[config.mk]
export PLATFORM = sky130hd
export DESIGN_NAME = bullet_controller
export DESIGN_NICKNAME = d
export VERILOG_FILES = /design/src/rtl/bullet_pkg.sv /design/src/rtl/bullet_controller_frame_timer.sv /design/src/rtl/bullet_controller.sv
export SDC_FILE = /design/constraint.sdc
export NUM_CORES = 1
export LEC_CHECK = 0
export ABC_AREA = 1
export CORE_MARGIN = 2
export CORE_UTILIZATION = 57
export CTS_BUF_LIST = sky130_fd_sc_hd__clkbuf_16
export CTS_CLUSTER_SIZE = 28
export DETAILED_ROUTE_END_ITERATION = 8
export GPL_TIMING_DRIVEN = 1
export PLACE_DENSITY = 0.9
export SLEW_MARGIN = 20
export SYNTH_ARGS = -nofsm -noshare
export SYNTH_HDL_FRONTEND = slang
export SYNTH_SLANG_ARGS = --single-unit
[constraint.sdc]
create_clock -name clk -period 1.9 [get_ports clk]
set_clock_uncertainty 0.2 [all_clocks]
set_input_delay 0.38 -clock clk [delete_from_list [all_inputs] [get_ports clk]]
set_output_delay 0.38 -clock clk [all_outputs]
set_load 0.005 [all_outputs]
[src/rtl/bullet_pkg.sv]
// Shared definitions for the player-bullet sequencer: FSM state encodings,
// default sprite dimensions and default frame-timing constants.
package bullet_pkg;

  // 3-bit Moore state encoding for the bullet FSM.
  typedef enum logic [2:0] {
    S_RESET  = 3'd0,
    S_IDLE   = 3'd1,
    S_DRAW   = 3'd2,
    S_WAIT   = 3'd3,
    S_ERASE  = 3'd4,
    S_UPDATE = 3'd5,
    S_CHECK  = 3'd6
  } state_t;

  // Default sprite size in pixels (each 1..4).
  localparam int DEF_SPR_W = 2;
  localparam int DEF_SPR_H = 4;

  // Default frame timing: 50 MHz / 60 Hz, bullet held two frames per step.
  localparam int DEF_FRAME_TICKS = 833333;
  localparam int DEF_STEP_FRAMES = 2;

  // Width of the sprite pixel offsets (covers sprites up to 4x4).
  localparam int PIX_W = 2;

  // Counter width for a count of n states; never returns zero.
  function automatic int cntWidth(input int n);
    return (n > 1) ? $clog2(n) : 1;
  endfunction

endpackage

[src/rtl/bullet_controller_frame_timer.sv]
// frame_timer: counts FRAME_TICKS*STEP_FRAMES enabled cycles and pulses done
// on the last one. A tick counter runs inside a frame counter; both restart
// on clr, which has priority over en.
module frame_timer
  import bullet_pkg::*;
#(
  parameter int FRAME_TICKS = DEF_FRAME_TICKS,
  parameter int STEP_FRAMES = DEF_STEP_FRAMES
) (
  input  logic clk,
  input  logic resetn,
  input  logic clr,
  input  logic en,
  output logic done
);

  localparam int TICK_W  = cntWidth(FRAME_TICKS);
  localparam int FRAME_W = $clog2(STEP_FRAMES) + 1;
  localparam logic [TICK_W-1:0]  TICK_LAST  = TICK_W'(FRAME_TICKS - 1);
  localparam logic [FRAME_W-1:0] FRAME_LAST = FRAME_W'(STEP_FRAMES - 1);

  logic [TICK_W-1:0]  tickCnt;
  logic [FRAME_W-1:0] frameCnt;
  logic               tickLast;
  logic               frameLast;

  assign tickLast  = (tickCnt == TICK_LAST);
  assign frameLast = (frameCnt == FRAME_LAST);
  assign done      = en & tickLast & frameLast;

  // Tick and frame counters; terminal counts compare for equality and restart.
  // NOTE: sequential state uses non-blocking assignments so every register
  // samples pre-edge values, independent of statement order.
  always_ff @(posedge clk or negedge resetn) begin
    if (!resetn) begin
      tickCnt  <= '0;
      frameCnt <= '0;
    end else if (clr) begin
      tickCnt  <= '0;
      frameCnt <= '0;
    end else if (en) begin
      if (tickLast) begin
        tickCnt  <= '0;
        frameCnt <= frameLast ? '0 : frameCnt + 1'b1;
      end else begin
        tickCnt <= tickCnt + 1'b1;
      end
    end
  end

endmodule

[src/rtl/bullet_controller.sv]
// bullet_controller: Moore FSM sequencing one player bullet through
// draw / hold / erase / advance steps until the datapath reports the top.
// Plot pixels are requested from the shared VGA port via plot_req/plot_gnt;
// the sprite pixel counter only advances on granted cycles.
// Build option: define BULLET_AUTOFIRE_EN to leave S_IDLE on the fire level
// instead of its rising edge, so a held button refires.
module bullet_controller
  import bullet_pkg::*;
#(
  parameter int SPR_W       = DEF_SPR_W,
  parameter int SPR_H       = DEF_SPR_H,
  parameter int FRAME_TICKS = DEF_FRAME_TICKS,
  parameter int STEP_FRAMES = DEF_STEP_FRAMES
) (
  input  logic             clk,
  input  logic             resetn,
  input  logic             fire,
  input  logic             top_reached,
  input  logic             plot_gnt,
  output logic             ld_reset,
  output logic             ld_update,
  output logic             ld_wait,
  output logic             plot_req,
  output logic             plot,
  output logic             erase,
  output logic [PIX_W-1:0] pix_dx,
  output logic [PIX_W-1:0] pix_dy,
  output logic             busy
);

  localparam logic [PIX_W-1:0] DX_LAST = PIX_W'(SPR_W - 1);
  localparam logic [PIX_W-1:0] DY_LAST = PIX_W'(SPR_H - 1);

  state_t           state;
  state_t           stateNext;
  logic             fireQ;
  logic             fireStart;
  logic [PIX_W-1:0] dxCnt;
  logic [PIX_W-1:0] dyCnt;
  logic             plotting;
  logic             pixStep;
  logic             lastPixel;
  logic             timerDone;

  assign plotting  = (state == S_DRAW) || (state == S_ERASE);
  assign pixStep   = plotting & plot_gnt;
  assign lastPixel = (dxCnt == DX_LAST) && (dyCnt == DY_LAST);

`ifdef BULLET_AUTOFIRE_EN
  assign fireStart = fire;
`else
  assign fireStart = fire & ~fireQ;
`endif

  frame_timer #(
    .FRAME_TICKS(FRAME_TICKS),
    .STEP_FRAMES(STEP_FRAMES)
  ) u_frame_timer (
    .clk   (clk),
    .resetn(resetn),
    .clr   (state != S_WAIT),
    .en    (state == S_WAIT),
    .done  (timerDone)
  );

  // Fire edge register, updated every cycle so a held button does not re-fire.
  always_ff @(posedge clk or negedge resetn) begin
    if (!resetn) fireQ <= 1'b0;
    else         fireQ <= fire;
  end

  // Sprite pixel counter: dx fastest, dy slowest, advancing only on grants.
  always_ff @(posedge clk or negedge resetn) begin
    if (!resetn) begin
      dxCnt <= '0;
      dyCnt <= '0;
    end else if (pixStep) begin
      if (dxCnt == DX_LAST) begin
        dxCnt <= '0;
        dyCnt <= (dyCnt == DY_LAST) ? '0 : dyCnt + 1'b1;
      end else begin
        dxCnt <= dxCnt + 1'b1;
      end
    end
  end

  // State register.
  always_ff @(posedge clk or negedge resetn) begin
    if (!resetn) state <= S_RESET;
    else         state <= stateNext;
  end

  // Next-state logic.
  // NOTE: combinational blocks assign a default first so no path leaves a
  // variable unassigned, which would otherwise infer a latch.
  always_comb begin
    stateNext = state;
    case (state)
      S_RESET:  stateNext = S_IDLE;
      S_IDLE:   if (fireStart) stateNext = S_DRAW;
      S_DRAW:   if (pixStep && lastPixel) stateNext = S_WAIT;
      S_WAIT:   if (timerDone) stateNext = S_ERASE;
      S_ERASE:  if (pixStep && lastPixel) stateNext = S_UPDATE;
      S_UPDATE: stateNext = S_CHECK;
      S_CHECK:  stateNext = top_reached ? S_RESET : S_DRAW;
      default:  stateNext = S_RESET;
    endcase
  end

  // Moore output decode; offsets read zero outside the plotting states.
  always_comb begin
    ld_reset  = (state == S_RESET) || (state == S_IDLE);
    ld_update = (state == S_UPDATE);
    ld_wait   = (state == S_WAIT);
    plot_req  = plotting;
    plot      = plotting & plot_gnt;
    erase     = (state == S_ERASE);
    busy      = !((state == S_RESET) || (state == S_IDLE));
    pix_dx    = plotting ? dxCnt : '0;
    pix_dy    = plotting ? dyCnt : '0;
  end

endmodule
After elaboration in Yosys (flattened, before gate mapping)
Cells that the tools add are included.
{"block": "op_classes", "add_sub_neg": 4, "n_eq_ne": 15, "muxes": 17, "bitwise": 5, "reduce_logical": 11}
{"operator": "$mux 20", "n": 3}
{"operator": "$pmux 3 s7", "n": 1}
{"operator": "$add 20x1->20 const B", "n": 1}
{"operator": "$eq 20x20->1 const B", "n": 1}
{"operator": "$mux 2", "n": 9}
{"operator": "$mux 3", "n": 4}
{"operator": "$eq 3x3->1 const B", "n": 3}
{"operator": "$add 2x1->2 const B", "n": 3}
{"operator": "$eq 3x2->1 const B", "n": 2}
{"operator": "$and 1x1->1", "n": 4}
{"operator": "$eq 2x1->1 const B", "n": 2}
{"operator": "$ne 2x1->1 const B", "n": 2}
{"operator": "$ne 2x2->1 const B", "n": 2}
{"operator": "$reduce_and 2->1", "n": 2}
{"operator": "$reduce_and 4->1", "n": 1}
{"operator": "$reduce_bool 2->1", "n": 2}
{"operator": "$eq 3x1->1 const B", "n": 1}
{"operator": "$logic_not 3->1", "n": 1}
{"operator": "$ne 3x2->1 const B", "n": 1}
{"operator": "$eq 2x2->1 const B", "n": 1}
{"operator": "$logic_and 1x1->1", "n": 2}
{"operator": "$logic_or 1x1->1", "n": 2}
{"operator": "$logic_not 1->1", "n": 1}
{"operator": "$not 1->1", "n": 1}
{"block": "totals", "register_bits": 30, "wordCells": 58}

Longest topological paths before layout
Gate-level depths: netlist (run 1).
{"block": "logic_depth", "depth_word": 6, "depth_mapped": 9, "mapped_depth_nobuf": 9}

Cells and area by module
Synthesis (run 1) repeated with hierarchy kept, for this count alone.
{"block": "hier_totals", "hier_cells": 259, "area_unflattened_um2": 1855.5}
{"mod": "frame_timer", "n_inst": 1, "cells_each": 183, "area_each_um2": 1345.0, "seq_area_each_um2": 550.5}
{"mod": "bullet_controller", "n_inst": 1, "cells_each": 76, "area_each_um2": 510.5, "seq_area_each_um2": 200.2}

Worst setup path before layout (run 1)
Ideal clock, no wire load.
{"block": "synth_timing", "path_type": "reg2reg", "from": "register u_frame_timer.tickCnt[0]", "to": "register u_frame_timer.tickCnt[12]", "setup_time_ps": 126, "arrival_time_ps": 1316, "t_required_ps": 1574, "setup_slack_ps": 259, "stages_incl_launch_ff": 9, "path_cell_list": "dfrtp_1 > ha_1 > nand2_2 > nor2_2 > inv_2 > nor2_4 > nand2_1 > nor3_1 > nor3b_2"}
{"block": "synth_between", "elab_chain_len": 4}
{"element": "start, declared", "line_no": "bullet_controller_frame_timer.sv:22", "source": "logic [TICK_W-1:0] tickCnt;"}
{"element": "start signal, assigned", "line_no": "bullet_controller_frame_timer.sv:46", "source": "tickCnt <= tickCnt + 1'b1;"}
{"element": "$add 20x1->20 or $eq 20x20->1 (tied branches)", "line_no": "bullet_controller_frame_timer.sv:46, bullet_controller_frame_timer.sv:27"}
{"element": "$mux 20 (*)", "line_no": "bullet_controller_frame_timer.sv:42", "source": "if (tickLast) begin"}
{"element": "$mux 20 (*)", "line_no": "bullet_controller_frame_timer.sv:41", "source": "end else if (en) begin"}
{"element": "$mux 20 (*)", "line_no": "bullet_controller_frame_timer.sv:38", "source": "end else if (clr) begin"}
Mark *: on every way between the ends. The rest lies on a longest branch, timed or not. The select of a mux whose other input is x is not followed.
A chain may end at the register's enable or synchronous reset.

Worst setup path after layout (run 1)
{"block": "layout_timing", "from": "register state[1]", "to": "output port plot"}
{"block": "layout_between", "elab_chain_len": 3}
{"element": "start, declared", "line_no": "bullet_controller.sv:34", "source": "state_t state;"}
{"element": "start signal, assigned", "line_no": "bullet_controller.sv:90", "source": "else state <= stateNext;"}
{"element": "$eq 3x2->1 or $eq 3x3->1 (tied branches)", "line_no": "bullet_controller.sv:45", "source": "assign plotting = (state == S_DRAW) || (state == S_ERASE);"}
{"element": "$logic_or 1x1->1 (*)", "line_no": "bullet_controller.sv:45"}
{"element": "$and 1x1->1 (*)", "line_no": "bullet_controller.sv:116", "source": "plot = plotting & plot_gnt;"}
{"element": "end, declared", "line_no": "bullet_controller.sv:24", "source": "output logic plot,"}
Mark *: on every way between the ends. The rest lies on a longest branch, timed or not.

==> summary.md, run 1 <==
| Metric | Value |
|---|---|
| Register bit count reported by yosys | `30` |
| Critical-path top delay cell | `dfrtp_1` |
| Share of the synthesized area in the top cell type | `41.5%` |
| Fin crit period | `1.93 ns` |
| Share of cells above drive strength 1 | `21.4%` |
| Avg WL per Cell | `13.8 um` |
| Worst setup margin | `-0.0344 ns` |
| RSZ-0062 raised after global routing | `true` |
| CTS buffer count | `5` |
| Worst-margin pin slew | `0.374 ns` |
| Port buffer count | `15` |
| Power Density | `726 nW/um^2` |
| CTS tree | `yes` |
| Global-route wire length before repair | `7100 um` |
| Final-report hold violation count | `0` |
| CTS max path bufs | `2` |
| Avg Synthesized Cell Area | `7.45 um^2` |
| Commonest non-fill, non-tap cell in the layout | `nand2_1` |
| Most area-consuming cells after synthesis | `dfrtp_1 41%, nand2_1 10%, nor2_1 9.5%` |
| Htree depth | `2` |
| Initial Util | `59.8%` |
| R2R depth | `7` |
| Failing checks | `negative setup slack` |
| Via count | `1,750` |
| N_diodes | `0` |
| Clock-pin slew on the worst setup and hold paths | `0.05 ns` |
| Final Cell Area | `2330 um^2` |
| Largest net degree at the start of global routing | `31` |
| Synth Cell Area | `1810 um^2` |
| Final setup viols | `5` |
| Final ANT Viol Nets | `0` |
| Register area share after synthesis | `41.5%` |
| Max-slew headroom at the worst pin | `75.1%` |
| Crit path required time | `1.32 ns` |
| Die Footprint | `3640 um^2` |
| Setup_tns | `-0.122 ns` |
| HPWL Detailed | `3010 um` |
| Worst hold path class | `primary input to asynchronous set/reset pin` |
| Status | `complete, but fails checks` |
| Vias/cell | `5.40` |
| Cts hold-fix bufs | `0` |
| GRT overflow | `0` |
| Crit path kind | `flop to primary output` |
| Aggregate global-route resource usage | `27.3%` |
| CTS Sinks | `30` |
| Core ar. | `3030 um^2` |
| Area leader, netlist | `dfrtp_1` |
| Largest delay contributor family on the critical path | `flip-flops` |
| CP Depth | `5` |
| Worst path bufs/invs | `2` |
| Die H | `60.3 um` |
| Arrival time worst endpoint | `1.35 ns` |
| GP Congestion | `0.886` |
| Die X | `60.3 um` |
| Detailed-router iteration count before antenna repair | `6` |
| Yosys cell types | `26` |
| Detailed router's first-iteration violation count | `94` |
| DRC viols | `0` |
| Final Max Slew Viols | `0` |
| Fmax | `517 MHz` |
| Critical path launch point type | `flop` |
| Commonest cells after routing, fill and taps aside | `47 x nand2_1, 41 x nor2_1, 35 x inv_1` |
| Number of core rows | `20` |
| Vias in the first global route | `1,635` |
| Clock latency on the worst-skew pair | `0.28 ns` |
| Synth Instances | `243` |
| Max VDD drop | `0.000686 V` |
| IO Count | `16` |
| MaxCap Viol Count | `0` |
| Leak | `1.13 nW` |
| Antenna violations before repair | `0` |
| Crit. End Element | `primary output` |
| # fillers | `203` |
| Syn nets | `251` |
| Root buf cell | `clkbuf_16` |
| DP Area | `2090 um^2` |
| Synth warn | `0` |
| Final worst path period share | `102%` |
| WL final | `4480 um` |
| Cell Chain, Critical Path | `a21oi_2, nand2_4, buf_6, nor2_4, buf_2` |
| Slowest stage delay, CP | `0.41 ns` |
| Crit Path Max Fanout | `4` |
| Final nets | `287` |
| Area Overhead vs Synth | `28.6%` |
stage by stage:
stage	std cells	hold WS, ns	total power [mW]	utilization [%]	worst slack [ns]
5_1_grt	324	0.318	1.72	76.8	-0.0741
3_3_place_gp	312	0.268	0.680	69.0	-0.203
4_1_cts	324	0.285	1.70	76.1	-0.129
3_5_place_dp	312	0.275	0.680	69.0	-0.229
6_report	324	0.287	1.69	76.8	-0.0344
2_1_floorplan	243	-0.116	0.657	-	0.259
registers in the layout (all words and copies together) (netlist names):
register / count
u_frame_timer.tickCnt: 20
dyCnt: 2
fireQ: 1
u_frame_timer.frameCnt: 2
dxCnt: 2
state: 3
Yosys cell counts:
library cell   n
inv_1         36
a21oi_4        1
o211ai_1       1
a31oi_1        1
nor3_2         2
and3_1         2
nand2_2        5
o21ai_0        8
nor2_4         4
nor2_2         3
nand2_1       48
xor2_1         7
inv_2          4
nand3_4        1
nand3_1       12
o21bai_1       1
nand3_2        2
nor3_1         3
ha_1           3
a21oi_1       11
o22ai_1        1
dfrtp_1       30
xnor2_1        1
nand4_1        9
nor3b_2        1
nor2_1        46
area by class of cell:
cell class	count	area (um^2)	area share [%]
multi-input combinational	173	952	40.9
sequential	30	751	32.3
timing repair buffer	29	229	9.84
inverter	40	150	6.46
clock buffer	5	125	5.38
clock inverter	3	63.8	2.74
tap	44	55.1	2.37
kinds of logic after synthesis:
| logic type | synth area share, % |
|---|---|
| and+or+nand+nor | 36.6 |
| buffers and inverters | 8.30 |
| DFF | 41.5 |
| AOI/OAI and AO/OA | 7.68 |
| xor gates and xnor gates | 3.87 |
| adders and majority gates | 2.07 |
what timing repair did:
action                     4_1_cts  5_1_grt
gates resized for setup         29       22
setup buffers                    4        0
pin swaps                        6        6
setup endpoints to repair       11       10
power breakdown:
group	switching, mW	internal [mW]	leakage (nW)	total (mW)
Combinational	0.0163	0.00984	0.665	0.0262
Clock	0.274	0.745	0.0915	1.02
Sequential	0.00116	0.642	0.374	0.643
metal layers:
metal  vias to the layer above  track usage, %  wire (um)
li1                        848               -          -
met1                       799            33.4       1830
met2                        82            44.1       2200
met3                        21            6.61        268
met4                         0            15.9        180
met5                         -               0          0
final timing paths:
| check | from | end | slack [ns] |
|---|---|---|---|
| max in group asynchronous | resetn | fireQ | 0.94 |
| hold reg to reg | dxCnt[0] | dxCnt[1] | 0.30 |
| hold / removal | resetn | u_frame_timer.tickCnt[10] | 0.29 |
| setup / recovery | state[1] | plot | -0.03 |
| setup reg to reg | u_frame_timer.tickCnt[1] | u_frame_timer.tickCnt[8] | 0.10 |
| min in group clk | dxCnt[0] | dxCnt[1] | 0.30 |
No activity file was read; power rests on OpenSTA's default activity.
==> inputs of run 2 (changes only) <==
--- a/config.mk
+++ b/config.mk
@@ -11,9 +11,10 @@
 export CTS_BUF_LIST = sky130_fd_sc_hd__clkbuf_16
 export CTS_CLUSTER_SIZE = 28
 export DETAILED_ROUTE_END_ITERATION = 8
-export GPL_TIMING_DRIVEN = 1
+export GPL_TIMING_DRIVEN = 0
 export PLACE_DENSITY = 0.9
 export SLEW_MARGIN = 20
 export SYNTH_ARGS = -nofsm -noshare
 export SYNTH_HDL_FRONTEND = slang
+export SYNTH_HIERARCHICAL = 1
 export SYNTH_SLANG_ARGS = --single-unit
==> run 2 against run 1 <==
  * The flow still finishes with violations (negative setup slack)
  * Synthesized cell count rose by 6.6%
  * Utilization up 14 points
  * Die area grew 2.4%
  * Final cell count up 12%
  * Clock power shrank 26%
  * Setup slack worse by 0.26 ns
  * Clock-buffer cell count unchanged
  * Power up 110%
  * Sequential cell count did not move
  * Critical path type is now flop to flop
  * Critical endpoint is now state[1]
  * Largest power group is now combinational cells
  * Highest routed layer unchanged
==> summary.md, run 2 <==
| Metric | Value |
|---|---|
| Status | `complete, but fails checks (unchanged)` |
| Failing checks | `negative setup slack (unchanged)` |
| Commonest cells after routing, fill and taps aside | `52 x nand2_1, 36 x nor2_1, 31 x inv_1 (was 47 x nand2_1, 41 x nor2_1, 35 x inv_1)` |
| Final nets | `326 (was 287)` |
| Cell Chain, Critical Path | `nand2_1, inv_1, nand2_1, nor3_2, nand2_1, nor3_2, nand2_1, nand2_1, nor2_1, nor2_1, nand2_1, nand2_1 (was a21oi_2, nand2_4, buf_6, nor2_4, buf_2)` |
| Root buf cell | `clkbuf_16 (unchanged)` |
| Crit path required time | `1.91 ns (was 1.32 ns)` |
| RSZ-0062 raised after global routing | `true (unchanged)` |
| Most area-consuming cells after synthesis | `dfrtp_1 40%, nand2_1 12%, nor2_1 9.9% (was dfrtp_1 41%, nand2_1 10%, nor2_1 9.5%)` |
| Critical path launch point type | `flop (unchanged)` |
| Fmax | `455 MHz (was 517 MHz)` |
| CP dominant cell by count | `nand2_1` |
| Area leader, netlist | `dfrtp_1 (unchanged)` |
| Flop pwr share | `21.7% (was 38.1%)` |
| IO Count | `16 (unchanged)` |
| Worst-margin pin slew | `0.688 ns (was 0.374 ns)` |
| Most frequent cells after synthesis | `58 x nand2_1, 49 x nor2_1, 36 x inv_1, 30 x dfrtp_1, 23 x nand3_1 (was 48 x nand2_1, 46 x nor2_1, 36 x inv_1, 30 x dfrtp_1, 12 x nand3_1)` |
| Via count | `2,276 (was 1,750)` |
| Global-route wire length before repair | `8610 um (was 7100 um)` |
| Share of cells above drive strength 1 | `37.6% (was 21.4%)` |
| Count leader, synth | `nand2_1 (unchanged)` |
| Clock-pin slew on the worst setup and hold paths | `0.05 ns (about the same)` |
| Number of core rows | `20 (unchanged)` |
| Footprint of the multi-input gates | `1190 um^2 (was 952 um^2)` |
| Final setup viols | `31 (was 5)` |
| Worst hold path class | `flop to flop (was primary input to asynchronous set/reset pin)` |
| Worst setup margin | `-0.296 ns (was -0.0344 ns)` |
| Detailed router's first-iteration violation count | `468 (was 94)` |
| Hold Slack | `0.320 ns (was 0.287 ns)` |
| Htree depth | `2 (unchanged)` |
| CTS tree | `yes (unchanged)` |
| Max-slew headroom at the worst pin | `54.1% (was 75.1%)` |
| Synth Cell Area | `1860 um^2 (was 1810 um^2)` |
| Crit Path Max Fanout | `6 (was 4)` |
| Internal power | `2.12 mW (was 1.40 mW)` |
| Final Max Slew Viols | `0 (unchanged)` |
| Vias/cell | `6.27 (was 5.40)` |
| Register bit count reported by yosys | `30 (unchanged)` |
| Leak | `1.32 nW (was 1.13 nW)` |
| CTS max path bufs | `2 (unchanged)` |
| GRT overflow | `0 (unchanged)` |
| Largest net degree at the start of global routing | `31 (unchanged)` |
| Die Footprint | `3730 um^2 (was 3640 um^2)` |
| Crit path kind | `flop to flop (was flop to primary output)` |
| Synth warn | `6 (was 0)` |
| Biggest register | `u_frame_timer/tickCnt (was u_frame_timer.tickCnt)` |
| Switching Fraction | `41.3% (was 17.3%)` |
| Post-Place Cells | `318 (was 312)` |
| Top Registers | `u_frame_timer/tickCnt x20, state x3 (was u_frame_timer.tickCnt x20, state x3)` |
| Fin crit period | `2.20 ns (was 1.93 ns)` |
| Number of flops mapped to enable cells by yosys | `0 (unchanged)` |
| HPWL Detailed | `2650 um (was 3010 um)` |
| Port buffer count | `15 (unchanged)` |
| Aggregate global-route resource usage | `32.7% (was 27.3%)` |
| Avg Synthesized Cell Area | `7.16 um^2 (was 7.45 um^2)` |
| Arrival time worst endpoint | `2.20 ns (was 1.35 ns)` |
| Max VDD drop | `0.000882 V (was 0.000686 V)` |
| Final worst path period share | `116% (was 102%)` |
| Die H | `61.1 um (was 60.3 um)` |
| Area Overhead vs Synth | `50.6% (was 28.6%)` |
| Ys flop type | `dfrtp_1 (unchanged)` |
| Detailed-router iteration count before antenna repair | `8 (was 6)` |
| Vias in the first global route | `1,781 (was 1,635)` |
| Share of the synthesized area in the top cell type | `40.5% (was 41.5%)` |
| Power Density | `1290 nW/um^2 (was 726 nW/um^2)` |
| Commonest non-fill, non-tap cell in the layout | `nand2_1 (unchanged)` |
| Share of flip-flops with an asynchronous set or reset | `100% (unchanged)` |
| Storage element area | `752 um^2 (was 751 um^2)` |
| CTS buffer count | `5 (unchanged)` |
| Clock share of power | `20.8% (was 60.4%)` |
| Slowest stage delay, CP | `0.50 ns (was 0.41 ns)` |
| # fillers | `122 (was 203)` |
| Avg WL per Cell | `21.1 um (was 13.8 um)` |
| MaxCap Viol Count | `0 (unchanged)` |
| DRC viols | `0 (unchanged)` |
| Clock latency on the worst-skew pair | `0.28 ns (about the same)` |
| CTS Sinks | `30 (unchanged)` |
| Final-report hold violation count | `0 (unchanged)` |
| Crit. End Element | `flop (was primary output)` |
| Initial Util | `60.3% (was 59.8%)` |
| Syn nets | `267 (was 251)` |
| Synth Instances | `259 (was 243)` |
| Max reg flops | `20 (unchanged)` |
| Register area share after synthesis | `40.5% (was 41.5%)` |
| WL final | `7650 um (was 4480 um)` |
| Antenna violations before repair | `0 (unchanged)` |
| Critical-path top delay cell | `dfrtp_1 (unchanged)` |
| Core ar. | `3080 um^2 (was 3030 um^2)` |
| Logic pwr share | `57.5% (was 1.6%)` |
| Post-route non-filler standard cell count | `363 (was 324)` |
| GP Congestion | `0.873 (was 0.886)` |
| N_diodes | `0 (unchanged)` |
| Yosys cell types | `23 (was 26)` |
| P_sw | `1.49 mW (was 0.291 mW)` |
| Die X | `61.1 um (was 60.3 um)` |
| Final ANT Viol Nets | `0 (unchanged)` |
run 2: power groups by stage:
stage                     combinational, mW  clock (mW)  sequential [mW]
final                                  2.07       0.751            0.781
after global routing                   2.16       0.776            0.794
after CTS                              1.42       0.743            0.769
after detailed placement              0.964           0            0.780
after global placement                0.953           0            0.776
after floorplan                       0.671           0            0.768
run 2: worst paths after layout:
check | cells past startpoint | start | to | slack [ns]
max in group asynchronous | 2 | resetn | state[2] | 0.53
min in group asynchronous | 2 | resetn | u_frame_timer/tickCnt[8] | 0.48
max reg2reg | 12 | u_frame_timer/tickCnt[5] | state[1] | -0.30
min reg2reg | 2 | dyCnt[1] | dyCnt[1] | 0.32
max | 12 | u_frame_timer/tickCnt[5] | state[1] | -0.30
min | 2 | dyCnt[1] | dyCnt[1] | 0.32
run 2: metal layers:
layer  GRT usage (%)  share of wire [%]
met1            43.0                 35
met2            49.1                 44
met3            6.51                 13
met4            21.1                7.4
met5               0                  0
run 2: cell type report:
type,count,share of cell area [%]
clock buffer,5,4.48
multi-input combinational,185,42.5
clock inverter,3,0.448
sequential,30,26.9
buffer,3,1.52
timing repair buffer,52,16.2
tap,44,1.97
inverter,41,5.95
run 2: what timing repair did:
item / 4_1_cts / 5_1_grt
buffers inserted: 23 / 13
setup endpoints to repair: 31 / 30
endpoints found under the hold margin: 30 / 0
resized for setup: 60 / 53
hold buffers: 1 / 0
gates cloned: 0 / 1
pin swaps: 19 / 28
run 2: stage by stage:
step	cell area [um^2]	util, %	power (mW)	TNS, ns	setup slack [ns]
2_1_floorplan	1860	-	1.44	0	0.00498
3_3_place_gp	2060	67.0	1.73	-12.44	-0.306
3_5_place_dp	2060	66.9	1.74	-3.95	-0.316
4_1_cts	2460	79.9	2.93	-0.0757	-0.0525
5_1_grt	2800	90.8	3.73	-7.30	-0.381
6_report	2800	90.8	3.61	-4.52	-0.296
run 2: critical path: cells and delay by family, from the launching register on:
kind	cells	cell delay [ns]
AND/OR/NAND/NOR	11	1.35
flip-flops	1	0.50
buffers and inverters	1	0.08
run 2: cell families after synthesis:
logic type	synth area share, %
xor+xnor	5.19
simple gates	39.2
buf+inv	10.5
compound gates	2.63
flops	40.5
fa+ha+maj	2.02
